<file path="config.mk">
export PLATFORM = sky130hd
export DESIGN_NAME = pipe_stall_ctrl_flat
export DESIGN_NICKNAME = d
export VERILOG_FILES = /design/src/rtl/pipe_stall_ctrl_pkg.sv /design/src/rtl/pipe_stall_ctrl_if.sv /design/src/rtl/pipe_stall_ctrl_sat_counter.sv /design/src/rtl/pipe_stall_ctrl.sv /design/src/flat_wrapper.sv
export SDC_FILE = /design/constraint.sdc
export NUM_CORES = 1
export LEC_CHECK = 0
export BUFFER_PORTS_ARGS = -buffer_cell sky130_fd_sc_hd__buf_2
export CAP_MARGIN = 20
export CORE_UTILIZATION = 55
export CTS_CLUSTER_SIZE = 12
export DETAILED_ROUTE_END_ITERATION = 7
export GPL_TIMING_DRIVEN = 0
export MAX_ROUTING_LAYER = met4
export PLACE_DENSITY = 0.79
export SYNTH_ARGS = -nofsm -noshare
export SYNTH_HDL_FRONTEND = slang
export SYNTH_SLANG_ARGS = --single-unit
</file>
<file path="constraint.sdc">
create_clock -name clk -period 3.1 [get_ports clk]
set_clock_uncertainty 0.15 [all_clocks]
set_input_delay 0.775 -clock clk [delete_from_list [all_inputs] [get_ports clk]]
set_output_delay 0.775 -clock clk [all_outputs]
set_load 0.005 [all_outputs]
</file>
<file path="src/rtl/pipe_stall_ctrl_pkg.sv">
`default_nettype none
// ============================================================================
// Module      : pipe_ctrl_pkg
// Description : Shared types and parameter legality check for the pipeline
//               stall/flush sequencer.
// Revision    : 1.0 - initial release
// ============================================================================
package pipe_ctrl_pkg;

   // Sequencer states: normal flow, mul/div in flight, watchdog lockout.
   typedef enum logic [1:0] {
      RUN     = 2'd0,
      MD_EXEC = 2'd1,
      ERR     = 2'd2
   } state_t;

   // The watchdog must outlast a complete mul/div freeze, otherwise a
   // legitimate long operation would trip it.
   function automatic bit params_ok(input int md_latency,
                                    input int wdog_limit,
                                    input int cnt_w);
      return (md_latency >= 2) && (wdog_limit > md_latency + 1) && (cnt_w >= 1);
   endfunction

endpackage
`default_nettype wire

</file>
<file path="src/rtl/pipe_stall_ctrl_if.sv">
`default_nettype none
// ============================================================================
// Module      : pipe_stall_ctrl_if
// Description : Request/control bundle between the pipeline and the stall
//               sequencer. master = pipeline side, slave = sequencer.
// Revision    : 1.0 - initial release
// ============================================================================
interface pipe_stall_ctrl_if #(
   parameter int CNT_W = 16
);
   logic             hazard_stall;
   logic             branch_flush;
   logic             md_start;
   logic             dmem_wait;
   logic             imem_wait;
   logic             pc_we;
   logic             ifid_we;
   logic             idex_we;
   logic             exmem_we;
   logic             ifid_flush;
   logic             idex_bubble;
   logic             exmem_bubble;
   logic             memwb_bubble;
   logic             md_go;
   logic             md_busy;
   logic             md_result_valid;
   logic             wdog_err;
   logic [CNT_W-1:0] stall_cycles;
   logic [CNT_W-1:0] flush_count;

   modport master (
      output hazard_stall, branch_flush, md_start, dmem_wait, imem_wait,
      input  pc_we, ifid_we, idex_we, exmem_we,
      input  ifid_flush, idex_bubble, exmem_bubble, memwb_bubble,
      input  md_go, md_busy, md_result_valid, wdog_err,
      input  stall_cycles, flush_count
   );

   modport slave (
      input  hazard_stall, branch_flush, md_start, dmem_wait, imem_wait,
      output pc_we, ifid_we, idex_we, exmem_we,
      output ifid_flush, idex_bubble, exmem_bubble, memwb_bubble,
      output md_go, md_busy, md_result_valid, wdog_err,
      output stall_cycles, flush_count
   );
endinterface
`default_nettype wire

</file>
<file path="src/rtl/pipe_stall_ctrl_sat_counter.sv">
`default_nettype none
// ============================================================================
// Module      : sat_counter
// Description : Up-counter with synchronous clear that sticks at all-ones.
// Revision    : 1.0 - initial release
// ============================================================================
module sat_counter #(
   parameter int WIDTH = 16
) (
   input  logic             clk,
   input  logic             reset,
   input  logic             inc,
   input  logic             clear,
   output logic [WIDTH-1:0] count
);
   localparam logic [WIDTH-1:0] c_MAX = '1;
   localparam logic [WIDTH-1:0] c_ONE = WIDTH'(1);

   logic [WIDTH-1:0] r_count;

   // Clear has priority over increment; increments stop at the maximum.
   always_ff @(posedge clk or posedge reset) begin
      if (reset) begin
         r_count <= '0;
      end else if (clear) begin
         r_count <= '0;
      end else if (inc && (r_count != c_MAX)) begin
         r_count <= r_count + c_ONE;
      end
   end

   assign count = r_count;
endmodule
`default_nettype wire

</file>
<file path="src/rtl/pipe_stall_ctrl.sv">
`default_nettype none
// ============================================================================
// Module      : pipe_stall_ctrl
// Description : Central stall/flush sequencer for the 5-stage pipeline.
//               Prioritises stall/flush requests, owns the mul/div occupancy
//               FSM, runs a PC-freeze watchdog and keeps perf counters.
// Revision    : 1.0 - initial release
// ============================================================================
module pipe_stall_ctrl
   import pipe_ctrl_pkg::*;
#(
   parameter int MD_LATENCY = 8,
   parameter int WDOG_LIMIT = 1024,
   parameter int CNT_W      = 16
) (
   input  logic              clk,
   input  logic              reset,
   pipe_stall_ctrl_if.slave  ctrl
);
   localparam int c_MD_CNT_W = $clog2(MD_LATENCY);
   localparam int c_WDOG_W   = $clog2(WDOG_LIMIT + 1);
   localparam logic [c_MD_CNT_W-1:0] c_MD_LOAD = c_MD_CNT_W'(MD_LATENCY - 1);
   localparam logic [c_MD_CNT_W-1:0] c_MD_ONE  = c_MD_CNT_W'(1);
   // Trip one count early so ERR is the state right after the LIMIT-th
   // frozen cycle.
   localparam logic [c_WDOG_W-1:0]   c_WDOG_TRIP = c_WDOG_W'(WDOG_LIMIT - 1);
   localparam bit c_PARAMS_OK = params_ok(MD_LATENCY, WDOG_LIMIT, CNT_W);

   generate
      if (!c_PARAMS_OK) begin : g_bad_params
         $error("pipe_stall_ctrl: illegal MD_LATENCY/WDOG_LIMIT/CNT_W");
      end
   endgenerate

   state_t                r_state;
   state_t                w_state_nxt;
   logic [c_MD_CNT_W-1:0] r_md_cnt;
   logic [c_MD_CNT_W-1:0] w_md_cnt_nxt;
   logic [c_WDOG_W-1:0]   r_wdog_cnt;

   logic w_pc_we, w_ifid_we, w_idex_we, w_exmem_we;
   logic w_ifid_flush, w_idex_bubble, w_exmem_bubble, w_memwb_bubble;
   logic w_md_go, w_md_result_valid, w_branch_taken;

   // Mealy decode of controls and next state from current state and requests.
   always_comb begin
      w_pc_we           = 1'b1;
      w_ifid_we         = 1'b1;
      w_idex_we         = 1'b1;
      w_exmem_we        = 1'b1;
      w_ifid_flush      = 1'b0;
      w_idex_bubble     = 1'b0;
      w_exmem_bubble    = 1'b0;
      w_memwb_bubble    = 1'b0;
      w_md_go           = 1'b0;
      w_md_result_valid = 1'b0;
      w_branch_taken    = 1'b0;
      w_state_nxt       = r_state;
      w_md_cnt_nxt      = r_md_cnt;

      case (r_state)
         RUN: begin
            if (ctrl.dmem_wait) begin
               w_pc_we        = 1'b0;
               w_ifid_we      = 1'b0;
               w_idex_we      = 1'b0;
               w_exmem_we     = 1'b0;
               w_memwb_bubble = 1'b1;
            end else if (ctrl.md_start) begin
               w_pc_we        = 1'b0;
               w_ifid_we      = 1'b0;
               w_idex_we      = 1'b0;
               w_exmem_bubble = 1'b1;
               w_md_go        = 1'b1;
               w_md_cnt_nxt   = c_MD_LOAD;
               w_state_nxt    = MD_EXEC;
            end else if (ctrl.hazard_stall) begin
               // Stall beats a same-cycle branch; it re-resolves next cycle.
               w_pc_we       = 1'b0;
               w_ifid_we     = 1'b0;
               w_idex_bubble = 1'b1;
            end else if (ctrl.branch_flush) begin
               // Redirect even with a fetch outstanding; that fetch is dropped.
               w_ifid_flush   = 1'b1;
               w_branch_taken = 1'b1;
            end else if (ctrl.imem_wait) begin
               w_pc_we      = 1'b0;
               w_ifid_flush = 1'b1;
            end
         end

         MD_EXEC: begin
            w_pc_we   = 1'b0;
            w_ifid_we = 1'b0;
            w_idex_we = 1'b0;
            if (r_md_cnt != '0) begin
               w_md_cnt_nxt = r_md_cnt - c_MD_ONE;
            end
            if (ctrl.dmem_wait) begin
               w_exmem_we     = 1'b0;
               w_memwb_bubble = 1'b1;
            end else if (r_md_cnt == '0) begin
               w_md_result_valid = 1'b1;
               w_state_nxt       = RUN;
            end else begin
               w_exmem_bubble = 1'b1;
            end
         end

         ERR: begin
            w_pc_we    = 1'b0;
            w_ifid_we  = 1'b0;
            w_idex_we  = 1'b0;
            w_exmem_we = 1'b0;
         end

         default: begin
            w_state_nxt = RUN;
         end
      endcase

      if ((r_state != ERR) && !w_pc_we && (r_wdog_cnt == c_WDOG_TRIP)) begin
         w_state_nxt = ERR;
      end
   end

   // State and mul/div countdown registers.
   always_ff @(posedge clk or posedge reset) begin
      if (reset) begin
         r_state  <= RUN;
         r_md_cnt <= '0;
      end else begin
         r_state  <= w_state_nxt;
         r_md_cnt <= w_md_cnt_nxt;
      end
   end

   sat_counter #(.WIDTH(c_WDOG_W)) u_wdog_cnt (
      .clk   (clk),
      .reset (reset),
      .inc   (!w_pc_we),
      .clear (w_pc_we),
      .count (r_wdog_cnt)
   );

   sat_counter #(.WIDTH(CNT_W)) u_stall_cnt (
      .clk   (clk),
      .reset (reset),
      .inc   (!w_pc_we),
      .clear (1'b0),
      .count (ctrl.stall_cycles)
   );

   sat_counter #(.WIDTH(CNT_W)) u_flush_cnt (
      .clk   (clk),
      .reset (reset),
      .inc   (w_branch_taken),
      .clear (1'b0),
      .count (ctrl.flush_count)
   );

   assign ctrl.pc_we           = w_pc_we;
   assign ctrl.ifid_we         = w_ifid_we;
   assign ctrl.idex_we         = w_idex_we;
   assign ctrl.exmem_we        = w_exmem_we;
   assign ctrl.ifid_flush      = w_ifid_flush;
   assign ctrl.idex_bubble     = w_idex_bubble;
   assign ctrl.exmem_bubble    = w_exmem_bubble;
   assign ctrl.memwb_bubble    = w_memwb_bubble;
   assign ctrl.md_go           = w_md_go;
   assign ctrl.md_result_valid = w_md_result_valid;
   assign ctrl.md_busy         = (r_state == MD_EXEC);
   assign ctrl.wdog_err        = (r_state == ERR);
endmodule
`default_nettype wire

</file>
<file path="src/flat_wrapper.sv">
// flat-port wrapper written by rule: the top's interface ports become plain ports
module pipe_stall_ctrl_flat import pipe_ctrl_pkg::*;
#(
   parameter int MD_LATENCY = 8,
   parameter int WDOG_LIMIT = 1024,
   parameter int CNT_W      = 16
)
  (clk, reset, ctrl_hazard_stall, ctrl_branch_flush, ctrl_md_start, ctrl_dmem_wait, ctrl_imem_wait, ctrl_pc_we, ctrl_ifid_we, ctrl_idex_we, ctrl_exmem_we, ctrl_ifid_flush, ctrl_idex_bubble, ctrl_exmem_bubble, ctrl_memwb_bubble, ctrl_md_go, ctrl_md_busy, ctrl_md_result_valid, ctrl_wdog_err, ctrl_stall_cycles, ctrl_flush_count);
  pipe_stall_ctrl_if #(.CNT_W(CNT_W)) ctrl_i ();
  input  logic clk;
  input  logic reset;
  input wire logic [$bits(ctrl_i.hazard_stall)-1:0] ctrl_hazard_stall;
  input wire logic [$bits(ctrl_i.branch_flush)-1:0] ctrl_branch_flush;
  input wire logic [$bits(ctrl_i.md_start)-1:0] ctrl_md_start;
  input wire logic [$bits(ctrl_i.dmem_wait)-1:0] ctrl_dmem_wait;
  input wire logic [$bits(ctrl_i.imem_wait)-1:0] ctrl_imem_wait;
  output wire logic [$bits(ctrl_i.pc_we)-1:0] ctrl_pc_we;
  output wire logic [$bits(ctrl_i.ifid_we)-1:0] ctrl_ifid_we;
  output wire logic [$bits(ctrl_i.idex_we)-1:0] ctrl_idex_we;
  output wire logic [$bits(ctrl_i.exmem_we)-1:0] ctrl_exmem_we;
  output wire logic [$bits(ctrl_i.ifid_flush)-1:0] ctrl_ifid_flush;
  output wire logic [$bits(ctrl_i.idex_bubble)-1:0] ctrl_idex_bubble;
  output wire logic [$bits(ctrl_i.exmem_bubble)-1:0] ctrl_exmem_bubble;
  output wire logic [$bits(ctrl_i.memwb_bubble)-1:0] ctrl_memwb_bubble;
  output wire logic [$bits(ctrl_i.md_go)-1:0] ctrl_md_go;
  output wire logic [$bits(ctrl_i.md_busy)-1:0] ctrl_md_busy;
  output wire logic [$bits(ctrl_i.md_result_valid)-1:0] ctrl_md_result_valid;
  output wire logic [$bits(ctrl_i.wdog_err)-1:0] ctrl_wdog_err;
  output wire logic [$bits(ctrl_i.stall_cycles)-1:0] ctrl_stall_cycles;
  output wire logic [$bits(ctrl_i.flush_count)-1:0] ctrl_flush_count;
  assign ctrl_i.hazard_stall = ctrl_hazard_stall;
  assign ctrl_i.branch_flush = ctrl_branch_flush;
  assign ctrl_i.md_start = ctrl_md_start;
  assign ctrl_i.dmem_wait = ctrl_dmem_wait;
  assign ctrl_i.imem_wait = ctrl_imem_wait;
  assign ctrl_pc_we = ctrl_i.pc_we;
  assign ctrl_ifid_we = ctrl_i.ifid_we;
  assign ctrl_idex_we = ctrl_i.idex_we;
  assign ctrl_exmem_we = ctrl_i.exmem_we;
  assign ctrl_ifid_flush = ctrl_i.ifid_flush;
  assign ctrl_idex_bubble = ctrl_i.idex_bubble;
  assign ctrl_exmem_bubble = ctrl_i.exmem_bubble;
  assign ctrl_memwb_bubble = ctrl_i.memwb_bubble;
  assign ctrl_md_go = ctrl_i.md_go;
  assign ctrl_md_busy = ctrl_i.md_busy;
  assign ctrl_md_result_valid = ctrl_i.md_result_valid;
  assign ctrl_wdog_err = ctrl_i.wdog_err;
  assign ctrl_stall_cycles = ctrl_i.stall_cycles;
  assign ctrl_flush_count = ctrl_i.flush_count;
  pipe_stall_ctrl #(.MD_LATENCY(MD_LATENCY), .WDOG_LIMIT(WDOG_LIMIT), .CNT_W(CNT_W)) u_core (.clk(clk), .reset(reset), .ctrl(ctrl_i));
endmodule
</file>
Word level (Yosys, flattened, before mapping). Cells that the tools add are included.

Word-level logic and storage cells: 92. Bits of input ports: 7. Output and inout port bits: 44. Register bits after elaboration: 48.

Reductions and logical operators: 15. Add/subtract/negate cells: 4. Equal/unequal tests: 15. Muxes and demuxes: 53.

Operator list (count): $mux 1 (36); $add 16x1->16 const B (2); $ne 16x16->1 const B (2); $mux 11 (2); $add 11x1->11 const B (1); $eq 11x10->1 const B (1); $ne 11x11->1 const B (1); $mux 2 (5); $pmux 1 s2 (5); $mux 3 (3); $ne 3x2->1 const B (3); $ne 2x2->1 const B (3); $pmux 2 s3 (1); $pmux 3 s2 (1); $logic_and 1x1->1 (5); $reduce_and 5->1 (1); $ne 2x1->1 const B (2); $reduce_and 4->1 (1); $reduce_bool 2->1 (2); $reduce_or 2->1 (2); $logic_not 3->1 (1); $ne 3x1->1 const B (1); $reduce_bool 3->1 (1); $sub 3x1->3 const B (1); other kinds (4) (4).

Logic depth before layout (Yosys ltp).
Depth after elaboration: 11. Mapped depth: 8. Depth with buffers taken out: 8.

Hierarchy. Synthesis repeated with hierarchy kept, for this count alone.

Cells, all modules: 343. Area total of the unflattened synthesis: 3126.7 um2.

Modules (own cells, without submodules): sat_counter at u_core.u_flush_cnt ... (sequential area each 400.4 um2, area each 932.1 um2, times used 2, cells an instance 101); sat_counter at u_core.u_wdog_cnt (sequential area each 275.3 um2, area each 743.2 um2, times used 1, cells an instance 77); pipe_stall_ctrl (sequential area each 125.1 um2, area each 519.2 um2, times used 1, cells an instance 64).

Worst setup path before layout. OpenSTA, ideal clock, no wires.

Kind: input to output. Start point: in ctrl_dmem_wait. End point: out ctrl_pc_we. Data required time: 2175 ps. Slack: 252 ps. Arrival time: 1923 ps. Cell stages on the path: 5. Path buffers: 2. Path through: buf_6 -> or4b_4 -> o22a_4 -> clkinv_2 -> buf_2.

Word-level cells in the longest chain between the ends: 2.

Ends and longest elaborated chain: from (decl) (RTL line flat_wrapper.sv:15) `input wire logic [$bits(ctrl_i.dmem_wait)-1:0] ctrl_dmem_wait;`; $mux 1 (RTL line pipe_stall_ctrl.sv:63) `if (ctrl.dmem_wait) begin`; $pmux 1 s2 (RTL line pipe_stall_ctrl.sv:61) `case (r_state)`; to (decl) (RTL line flat_wrapper.sv:17) `output wire logic [$bits(ctrl_i.pc_we)-1:0] ctrl_pc_we;`.

No other way between the ends.

Worst setup path in the final report.
Start point: reg u_core.r_state[1]. End point: out ctrl_pc_we.

Word-level cells in the longest chain between the ends: 3. Elaborated cells on any way between the ends: 5. Those cells by class: eq/ne: 2; mux: 1; reduce/logical: 2.

Ends and longest elaborated chain: from (decl) (RTL line pipe_stall_ctrl.sv:35) `state_t r_state;`; from (signal assigned) (RTL line pipe_stall_ctrl.sv:133) `r_state <= w_state_nxt;`; $eq 2x1->1 or $eq 2x2->1 (tied branches) (RTL line pipe_stall_ctrl.sv:61); $reduce_or 2->1 (no line); $pmux 1 s2 * (RTL line pipe_stall_ctrl.sv:61).

Mark *: on every way between the ends. The rest lies on a longest branch, timed or not.

==> summary.md <==
| Metric | Value |
|---|---|
| Status | complete, no violations |
| Gpl congestion | 0.814 |
| Root Driver | clkbuf_8 |
| DIE AREA | between 4000 and 5000 sq um |
| Req. time, crit path | 2170 ps |
| Seq. cell area | 1200 sq um |
| Clk network pwr share | 28.1% |
| Combined area of the multi-input logic cells | ~1300 sq um |
| Register area share after synthesis | 47.5% |
| Slew headroom | 68.8% |
| Clk_lat worst skew | around 300 ps |
| Hold Path Class | primary input to asynchronous set/reset pin |
| Final Worst Setup Slack | 107 ps |
| Via Count | 2034 |
| Total GRT Usage | a little under a quarter |
| Ports | slightly above 50 |
| Setup crit start kind | flip-flop |
| Largest area contributor in the netlist | dfrtp_1 |
| Crit share post-route | around 97% |
| Leak pwr | 0.00147 uW |
| Main synth FF type | dfrtp_1 |
| Internal cell power | 1470 uW |
| RSZ-0062 raised after global routing | false |
| Post-Synthesis Cells | 251 |
| # port buffers | between 40 and 50 |
| Die Ht | 69.8 microns |
| CP startpoint | u_core.r_state[1]$_DFFE_PP0P_ |
| Setup tns final | 0 ps |
| Most frequent cells in the layout | 50 x buf_2, 48 x dfrtp_1, 28 x nor2_1, 23 x xnor2_1, 20 x nand2_1 |
| Setup Crit Path Kind | flip-flop to output port |
| Distinct cells, synth | 44 |
| Setup slack, reg-to-reg | around 800 ps |
| Max H-tree Level | 2 |
| Initial antenna violation count | 0 |
| Share of layout cells above drive strength 1 | 23.1% |
| DRC violations left | 0 |
| Reg2Reg Depth | 7 |
| Synth Net Count | 266 |
| Commonest non-fill, non-tap cell in the layout | buf_2 |
| Leading post-synthesis cells by cell area | dfrtp_1 48%, xnor2_1 8.0%, xor2_1 4.5%, nor2_1 4.2%, ha_1 4.0% |
| Reg2reg end | u_core.u_stall_cnt.count[1]$_DFFE_PP0P_ |
| Area grow syn2layout | 19.3% |
| Power per cell area | roughly 720 nW/um^2 |
| Post-synth EDFFs | 0 |
| TritonRoute pass-1 iters | 4 |
| Synth async-reset ratio | 100% |
| Final antenna-violating net count | 0 |
| Crit path capture type | output port |
| Pwr Total | 2190 uW |
| Hold WS | 219 ps |
| FF+latch count, synth | 48 |
| # diodes | 0 |
| Clock Sinks | 48 |
| Slew Viols, Final | 0 |
| Hold-fix buffers at CTS | 0 |
| Final hold violation count | 0 |
| # Max-Cap Violations | 0 |
| CTS tree | yes |
| CTS buffer count | 5 |
| Worst slew pin tran | 465 ps |
| Post-DP HPWL | 3660 microns |
| Max clock buf depth | 2 |
| Final net count | 322 |
| CTS clk-pin slew, worst paths | 90 ps |
| Post-Syn Area | 2530 sq um |
| Final setup vio count | 0 |
| Vias per cell | 5.65 |
| Number of global-route vias before repair | slightly below 2k |
| Psw | 721 uW |
| Pin count of the biggest net entering global routing | 41 |
| DR WL/cell | 13.9 microns |
| Worst r2r src | u_core.r_state[1]$_DFFE_PP0P_ |
| Top-area cell type share of the netlist area | 47.5% |
| Global-route wire length before repair | 8590 microns |
| Critical Path End | ctrl_pc_we |
| Peak Freq | approximately 330 MHz |
| Starting density of the core | 57.7% |
| Final min period | 2990 ps |
| Synthesis Warnings | 0 |
| Die Wd | 69.8 microns |
| Setup slack at placement | -3.73 ps |
| Reg power frac | about 41% |
| Fill count | 358 |
| Comb power frac | 31.2% |
| Initial DRC count | 94 |
| Core ar. | 4380 sq um |
| Worst EP arrival | 2070 ps |
| Sw frac | 33.0% |
| Total global routing overflow | 0 |
| Routed WL | roughly 5000 microns |
| Synthesized area per cell | 10.1 sq um |
| Maximum fanout along the worst path | 15 |
| Row count | 24 |
| Postcts setup bufs | 0 |
| VDD IR max | 0.577 mV |
per-stage QoR:
stage | instance area, sq um | std cells | utilization, %
5_1_grt | 3020 | 360 | 68.8
3_5_place_dp | 2860 | 353 | 65.2
3_3_place_gp | 2840 | 352 | 64.8
2_1_floorplan | 2530 | 251 | -
6_report | 3020 | 360 | 68.8
4_1_cts | 3010 | 360 | 68.7
power groups by stage:
stage          combinational, uW  sequential (uW)  clock [uW]
2_1_floorplan                472              878           0
3_3_place_gp                 661              894           0
3_5_place_dp                 687              898           0
4_1_cts                      680              887         626
5_1_grt                      772              909         651
6_report                     682              889         615
worst max-delay path, cell delays in order, from the launching register on:
cell	delay, ps
dfrtp_1	410
inv_1	130
ha_1	210
or4b_4	500
o22a_4	260
inv_6	120
buf_2	130
how the worst min path moves through the flow:
stage	start	end	slack, ps	depth (start not counted)
3_3_place_gp	u_core.u_stall_cnt.count[13]$_DFFE_PP0P_	u_core.u_stall_cnt.count[13]$_DFFE_PP0P_	330	1
2_1_floorplan	u_core.u_stall_cnt.count[13]$_DFFE_PP0P_	u_core.u_stall_cnt.count[13]$_DFFE_PP0P_	340	1
3_5_place_dp	u_core.u_stall_cnt.count[13]$_DFFE_PP0P_	u_core.u_stall_cnt.count[13]$_DFFE_PP0P_	350	1
5_1_grt	reset	u_core.r_state[0]$_DFFE_PP0P_	230	2
6_report	reset	u_core.r_state[0]$_DFFE_PP0P_	220	2
4_1_cts	reset	u_core.u_wdog_cnt.count[6]$_DFFE_PP0P_	220	2
cell type report:
class | instances | area share, %
Buffer | 3 | 0.664
Clock buffer | 5 | 2.28
Clock inverter | 3 | 2.99
Inverter | 6 | 0.912
Multi-Input combinational cell | 193 | 42.4
Sequential cell | 48 | 39.8
Tap cell | 52 | 2.16
Timing Repair Buffer | 50 | 8.79
cells by family (layout without fill, tap and decap cells):
logic type,after synthesis,after routing,share of synthesized area [%]
mux,4,4,1.83
flops,48,48,47.5
buf+inv,10,67,1.93
fa+ha+maj,8,8,3.96
simple gates,121,121,25.9
xor+xnor,36,36,12.5
compound gates,24,24,6.43
registers in the layout, summed over array words and instances, names as in the netlist:
name / flops
u_core.r_md_cnt: 3
u_core.r_state: 2
u_core.u_flush_cnt.count: 16
u_core.u_stall_cnt.count: 16
u_core.u_wdog_cnt.count: 11
layer usage:
layer | track usage (%) | part of all wire [%] | up-vias
met1 | 27.8 | 46 | 979
li1 | - | - | 1000
met3 | 5.23 | 4.2 | 8
met2 | 37.5 | 49 | 47
met4 | 5.56 | 1.1 | 0
met5 | - | 0 | -
cell usage after synthesis, types with 2 or more instances:
cell type	count
xnor2_1	23
a31oi_1	3
and3_1	8
nand4_1	15
nor2_1	28
nor2b_1	2
ha_1	8
and4_1	4
mux2i_1	2
and2_1	2
nand2b_1	3
nand2_1	20
o21ai_0	5
nor3_1	9
xor2_1	13
dfrtp_1	48
a21oi_1	6
nand3b_1	2
nand3_1	19
buf_2	2
inv_1	5
o21a_1	2
timing repair:
action                     CTS  global route
gates cloned                 0             0
gates resized for setup      0             2
setup endpoints to repair    1             1
Note: power is estimated with default switching activity, not from simulation.
